### src/rtl/passive_alarm_fsm.sv
// passive_alarm_fsm: passive-vehicle alarm. It alerts when the headlights are on,
// a door is open and the ignition is off, once that condition has held for
// DEB_CYCLES consecutive cycles. While in ALERT it drives a chime pulse train.
// The driver can silence it with Ack. It also records which doors were open
// during the episode and keeps a saturating count of episodes.
// Optional feature: define PASSIVE_ALARM_TIMEOUT_EN so that an unacknowledged
// alert silences itself after TIMEOUT_CYCLES cycles in ALERT. The port list is
// the same in both builds.
module passive_alarm_fsm #(
    parameter int N_DOORS        = 4,
    parameter int DEB_CYCLES     = 8,
    parameter int CHIME_HALF     = 4,
    parameter int TIMEOUT_CYCLES = 64,
    parameter int CNT_W          = 8
) (
    input  logic               clk,
    input  logic               reset_L,
    input  logic               CarLightsOnSign,
    input  logic [N_DOORS-1:0] OpenDoorSign,
    input  logic               IgnitionSignalOn,
    input  logic               Ack,
    output logic               PassiveSignal,
    output logic               Chime,
    output logic [N_DOORS-1:0] DoorMask,
    output logic [CNT_W-1:0]   AlarmCount
);

    typedef enum logic [1:0] {
        IDLE     = 2'd0,
        QUAL     = 2'd1,
        ALERT    = 2'd2,
        SILENCED = 2'd3
    } state_t;

    localparam logic [7:0]  QUAL_LAST  = 8'(DEB_CYCLES - 1);
    localparam logic [7:0]  CHIME_LAST = 8'(CHIME_HALF - 1);
    localparam logic [15:0] TMO_LAST   = 16'(TIMEOUT_CYCLES - 1);

    // Reject out-of-range configurations at elaboration time.
    if (N_DOORS < 1 || N_DOORS > 8 || DEB_CYCLES < 1 || DEB_CYCLES > 255 ||
        CHIME_HALF < 1 || CHIME_HALF > 255 || TIMEOUT_CYCLES < 1 ||
        TIMEOUT_CYCLES > 65535 || CNT_W < 1) begin : g_bad_params
        $error("passive_alarm_fsm: parameter out of legal range");
    end

    logic               r_lights;
    logic [N_DOORS-1:0] r_doors;
    logic               r_ign;
    logic               r_ack;
    logic               w_cond;

    state_t             r_state;
    logic [7:0]         r_qual_cnt;
    logic [7:0]         r_chime_cnt;
`ifdef PASSIVE_ALARM_TIMEOUT_EN
    logic [15:0]        r_tmo_cnt;
`endif

    // Sample stage: register every asynchronous car input once before use.
    // NOTE: sequential state uses non-blocking (<=) assignments only. This keeps
    // every flop updating from pre-edge values, with no ordering races.
    always_ff @(posedge clk or negedge reset_L) begin
        if (!reset_L) begin
            r_lights <= 1'b0;
            r_doors  <= '0;
            r_ign    <= 1'b0;
            r_ack    <= 1'b0;
        end else begin
            r_lights <= CarLightsOnSign;
            r_doors  <= OpenDoorSign;
            r_ign    <= IgnitionSignalOn;
            r_ack    <= Ack;
        end
    end

    // Alarm condition, built from sampled inputs only.
    assign w_cond = r_lights & (|r_doors) & ~r_ign;

    // Alarm FSM with its counters and all registered outputs.
    always_ff @(posedge clk or negedge reset_L) begin
        if (!reset_L) begin
            r_state       <= IDLE;
            r_qual_cnt    <= '0;
            r_chime_cnt   <= '0;
`ifdef PASSIVE_ALARM_TIMEOUT_EN
            r_tmo_cnt     <= '0;
`endif
            PassiveSignal <= 1'b0;
            Chime         <= 1'b0;
            DoorMask      <= '0;
            AlarmCount    <= '0;
        end else begin
            case (r_state)
                IDLE: begin
                    if (w_cond) begin
                        r_state    <= QUAL;
                        r_qual_cnt <= '0;
                    end
                end
                QUAL: begin
                    if (!w_cond) begin
                        r_state <= IDLE;
                    end else if (r_qual_cnt == QUAL_LAST) begin
                        r_state       <= ALERT;
                        PassiveSignal <= 1'b1;
                        Chime         <= 1'b1;
                        r_chime_cnt   <= '0;
`ifdef PASSIVE_ALARM_TIMEOUT_EN
                        r_tmo_cnt     <= '0;
`endif
                        DoorMask      <= r_doors;
                        if (AlarmCount != {CNT_W{1'b1}})
                            AlarmCount <= AlarmCount + 1'b1;
                    end else begin
                        r_qual_cnt <= r_qual_cnt + 8'd1;
                    end
                end
                ALERT: begin
                    if (!w_cond) begin
                        r_state       <= IDLE;
                        PassiveSignal <= 1'b0;
                        Chime         <= 1'b0;
                        DoorMask      <= '0;
                    end else if (r_ack) begin
                        r_state  <= SILENCED;
                        Chime    <= 1'b0;
                        DoorMask <= DoorMask | r_doors;
`ifdef PASSIVE_ALARM_TIMEOUT_EN
                    end else if (r_tmo_cnt == TMO_LAST) begin
                        r_state  <= SILENCED;
                        Chime    <= 1'b0;
                        DoorMask <= DoorMask | r_doors;
`endif
                    end else begin
`ifdef PASSIVE_ALARM_TIMEOUT_EN
                        r_tmo_cnt <= r_tmo_cnt + 16'd1;
`endif
                        DoorMask <= DoorMask | r_doors;
                        if (r_chime_cnt == CHIME_LAST) begin
                            Chime       <= ~Chime;
                            r_chime_cnt <= '0;
                        end else begin
                            r_chime_cnt <= r_chime_cnt + 8'd1;
                        end
                    end
                end
                SILENCED: begin
                    if (!w_cond) begin
                        r_state       <= IDLE;
                        PassiveSignal <= 1'b0;
                        DoorMask      <= '0;
                    end else begin
                        DoorMask <= DoorMask | r_doors;
                    end
                end
                default: begin
                    r_state       <= IDLE;
                    PassiveSignal <= 1'b0;
                    Chime         <= 1'b0;
                    DoorMask      <= '0;
                end
            endcase
        end
    end

endmodule

### config.mk
export PLATFORM = sky130hd
export DESIGN_NAME = passive_alarm_fsm
export DESIGN_NICKNAME = d
export VERILOG_FILES = /design/src/rtl/passive_alarm_fsm.sv
export SDC_FILE = /design/constraint.sdc
export NUM_CORES = 1
export LEC_CHECK = 0
export BUFFER_PORTS_ARGS = -buffer_cell sky130_fd_sc_hd__buf_2
export CAP_MARGIN = 15
export CELL_PAD_IN_SITES_DETAIL_PLACEMENT = 0
export CELL_PAD_IN_SITES_GLOBAL_PLACEMENT = 1
export CORE_MARGIN = 3
export CORE_UTILIZATION = 40
export CTS_CLUSTER_SIZE = 30
export DETAILED_ROUTE_END_ITERATION = 10
export PLACE_DENSITY = 0.78
export SLEW_MARGIN = 20
export SYNTH_ARGS = -nofsm -noshare
export SYNTH_HDL_FRONTEND = slang
export SYNTH_SLANG_ARGS = --single-unit
### constraint.sdc
create_clock -name clk -period 2.88 [get_ports clk]
set_input_delay 0.576 -clock clk [delete_from_list [all_inputs] [get_ports clk]]
set_output_delay 0.576 -clock clk [all_outputs]
set_load 0.03 [all_outputs]
==> results_tabular.tex <==
\begin{tabular}{lr}
\hline
Metric & Value \\
\hline
\multicolumn{2}{l}{\textbf{Power and ir drop}} \\
Switching power share of the total & 41.4\% \\
Sequential power share & 42.2\% \\
Fraction of power consumed by combinational cells & between 30\% and 40\% \\
Power density over the cells & between 700 and 800 mW/mm\^{}2 \\
Pleak & 1.02 nW \\
Maximum VDD drop & approximately 0.00046 V \\
Internal power contribution & approximately 1.1 mW \\
Clock power frac & between 10\% and 20\% \\
Net switching power & approximately 0.75 mW \\
\multicolumn{2}{l}{\textbf{Placement}} \\
DPL Wire Length & around 3000 microns \\
Routability cong. & 0.821 \\
Buffers added on ports & 22 \\
\# placed instances & between 200 and 300 \\
\multicolumn{2}{l}{\textbf{Yosys}} \\
Fraction of the yosys area taken by sequential cells & a little under half \\
Number of flops mapped to enable cells by yosys & 0 \\
Most used flip-flop cell after synthesis & dfrtp\_1 \\
Async set or reset register ratio after synthesis & 100\% \\
Avg Inst Size Synth & 9.99 sq um \\
Synth area leaders & dfrtp\_1 (48\%), ha\_1 (4.9\%), o21ai\_0 (3.9\%) \\
Syn Std Cell Area & 0.00204 sq mm \\
Cell count after synthesis & 204 \\
Count of synthesis-stage warnings from yosys & 0 \\
Post-synth net total & roughly 220 \\
Number of distinct library cell variants in the gate-level netlist after synthesis & 45 \\
Synthesis-stage register bit count & 39 \\
Cell type with the largest total area after synthesis & dfrtp\_1 \\
Fraction of synthesized cell area taken by the top area cell type & 47.9\% \\
\multicolumn{2}{l}{\textbf{CTS}} \\
CTS tree & yes \\
Max clock buf depth & 2 \\
CTS hold repair buffers & 0 \\
Count of H-tree levels built during CTS & 2 \\
CTS root buffer & clkbuf\_8 \\
Clock transition at path regs & roughly 80 ps \\
Num CTS Buffers & 5 \\
Number of setup buffers added after CTS & 0 \\
Clock latency at the later pin of the worst-skew pair & $\sim$300 ps \\
Gates resized, CTS repair & 0 \\
Sinks on the clock net & 39 \\
\multicolumn{2}{l}{\textbf{Timing}} \\
Number of pins exceeding their max-slew limit in the final report & 0 \\
Setup-failing EPs final & 0 \\
Unrepaired setup endpoints after global routing & no \\
Time the final worst path needs with I/O delays and setup & 2310 ps \\
Highest attainable clock frequency & 0.433 GHz \\
Ratio of final minimum period to clock period & between 80\% and 90\% \\
Final Hold Fails & 0 \\
Setup clock skew after layout & around 4.2 ps \\
Total negative slack for setup checks & 0 ps \\
Transition at the pin with the smallest max-transition slack & approximately 840 ps \\
Max-slew headroom & about 44\% \\
\multicolumn{2}{l}{\textbf{Global route}} \\
Global routing met2 resource utilization & approximately a quarter \\
GR met3 Demand/Resource & 4.29\% \\
First-pass GRT wire length & 7500 microns \\
Number of antenna violations at the first check in global routing & 0 \\
Number of global-route vias before repair & roughly 1.6k \\
Total global routing overflow & 0 \\
Overall routing resource usage & around 16\% \\
Most Crowded Layer GR & met2 \\
Largest net degree at the start of global routing & 40 \\
GR Util met1 & 20.6\% \\
\multicolumn{2}{l}{\textbf{Drt}} \\
Routed WL per cell & $\sim$14 microns \\
Number of remaining DRC errors & 0 \\
First-pass iteration count of the detailed router & 4 \\
Total number of vias & approximately 1.6k \\
Detailed Route Iter0 Violations & 56 \\
Detailed-route vias per instance & 5.40 \\
Post-route ant nets & 0 \\
Total routed wirelength & around 4200 microns \\
\multicolumn{2}{l}{\textbf{Cells and area}} \\
Final std cells w/o fill & approximately 300 \\
Count of inserted antenna diode cells & 0 \\
Share of layout cells above drive strength 1 & approximately 17\% \\
Area growth from synthesis to layout & 12.6\% \\
NumNets Final & 246 \\
\multicolumn{2}{l}{\textbf{Critical path}} \\
Critical setup path kind & reg2reg \\
Critical path data arrival time & 2500 ps \\
Launch point of the worst reg-to-reg path & r\_qual\_cnt[3] \\
Data required time at the worst endpoint & a little over 3000 ps \\
Biggest fanout along the worst timing path & 8 \\
CP startpoint kind & register \\
Endpoint class of the critical path & register \\
Setup crit start & r\_qual\_cnt[3] \\
\multicolumn{2}{l}{\textbf{Die}} \\
Std cell rows & 25 \\
Count of boundary I/O pins & 23 \\
Chip width & 77.4 microns \\
Vertical die dimension & roughly 77 microns \\
Initial standard-cell utilization of the core & 42.3\% \\
Total Die Area & 0.00599 sq mm \\
Core ar. & approximately 0.0048 sq mm \\
\multicolumn{2}{l}{\textbf{Min path}} \\
Worst hold-check path type & in2async \\
\multicolumn{2}{l}{\textbf{Run status}} \\
Run status & completed \\
\multicolumn{2}{l}{\textbf{Run}} \\
Number of max-capacitance violations reported & 0 \\
\hline
\end{tabular}
## worst max-delay path, stage by stage (launching register included)
cell     delay (ps)
dfrtp_1         440
or4_4           550
or3_1           490
or4_4           580
xnor2_2         140
## power groups by stage
stage	Clock [mW]	Sequential (mW)	Combinational, mW
after floorplan	0	0.839	0.435
after global placement	0	0.774	0.687
final	0.363	0.768	0.690
after CTS	0.378	0.768	0.695
after detailed placement	0	0.777	0.695
after global routing	0.404	0.790	0.771
## flip-flops by register name (all words and copies together) (netlist names)
register and cells:
AlarmCount 8, r_chime_cnt 8, r_qual_cnt 8, DoorMask 4
r_doors 4, r_state 2, Chime 1, PassiveSignal 1
r_ack 1, r_ign 1, r_lights 1
## stage by stage
step	hold WS (ps)	power [mW]	util, %	instance area [sq um]	worst slack (ps)
after floorplan	280	1.27	-	2040	681
after global placement	488	1.46	45.9	2210	590
after detailed placement	496	1.47	45.9	2210	568
after CTS	374	1.84	47.7	2300	564
after global routing	363	1.97	47.7	2300	423
final	378	1.82	47.7	2300	569
## synthesized netlist by cell type (3+ instances only)
cell type / number
a21oi_1: 9
a22o_1: 4
a31oi_1: 4
and3_1: 6
dfrtp_1: 39
ha_1: 8
inv_1: 5
nand2_1: 17
nand2b_1: 3
nand3_1: 13
nand4_1: 4
nor2_1: 12
nor2b_1: 4
nor3_1: 7
nor4_1: 3
o21ai_0: 16
o31ai_1: 7
or4_1: 3
xnor2_1: 6
## kinds of logic after synthesis
logic type | synth area share (%)
compound gates | 16.7
xor+xnor | 3.81
fa+ha+maj | 4.91
buf+inv | 2.33
flops | 47.9
mux | 1.10
simple gates | 23.3
## final timing paths
kind	to	depth (start not counted)	slack, ps
worst max-delay path	AlarmCount[7]	4	570
worst min-delay path	AlarmCount[2]	1	380
worst max register to register	AlarmCount[7]	4	570
min in group clk	r_ack	1	380
max in group asynchronous	r_chime_cnt[0]	1	1970
worst min register to register	DoorMask[1]	1	510
## final cells by class
cell class                      instances  area [sq um]
Clock buffer                            6          72.6
Clock inverter                          2          12.5
Fill cell                             474          2520
Inverter                                5          18.8
Multi-Input combinational cell        155          1010
Sequential cell                        39           976
Tap cell                               67          83.8
Timing Repair Buffer                   23           118
## routing by layer
layer	vias to the layer above	share of wire, %	routed length [microns]
met5	-	0	0
met4	0	1.4	57
met3	6	4.1	171
met2	32	45	1890
met1	757	49	2040
li1	808	-	-
## placed cells by master, fill, tap and decap left out, types with 5 or more instances in the layout
master,n
a21oi_1,9
xnor2_1,6
dfrtp_1,39
o21ai_0,16
nor3_1,7
buf_2,22
and3_1,6
clkbuf_8,5
nand2_1,17
inv_1,5
nand3_1,13
ha_1,8
o31ai_1,7
nor2_1,12
(Power assumes the default switching activity.)
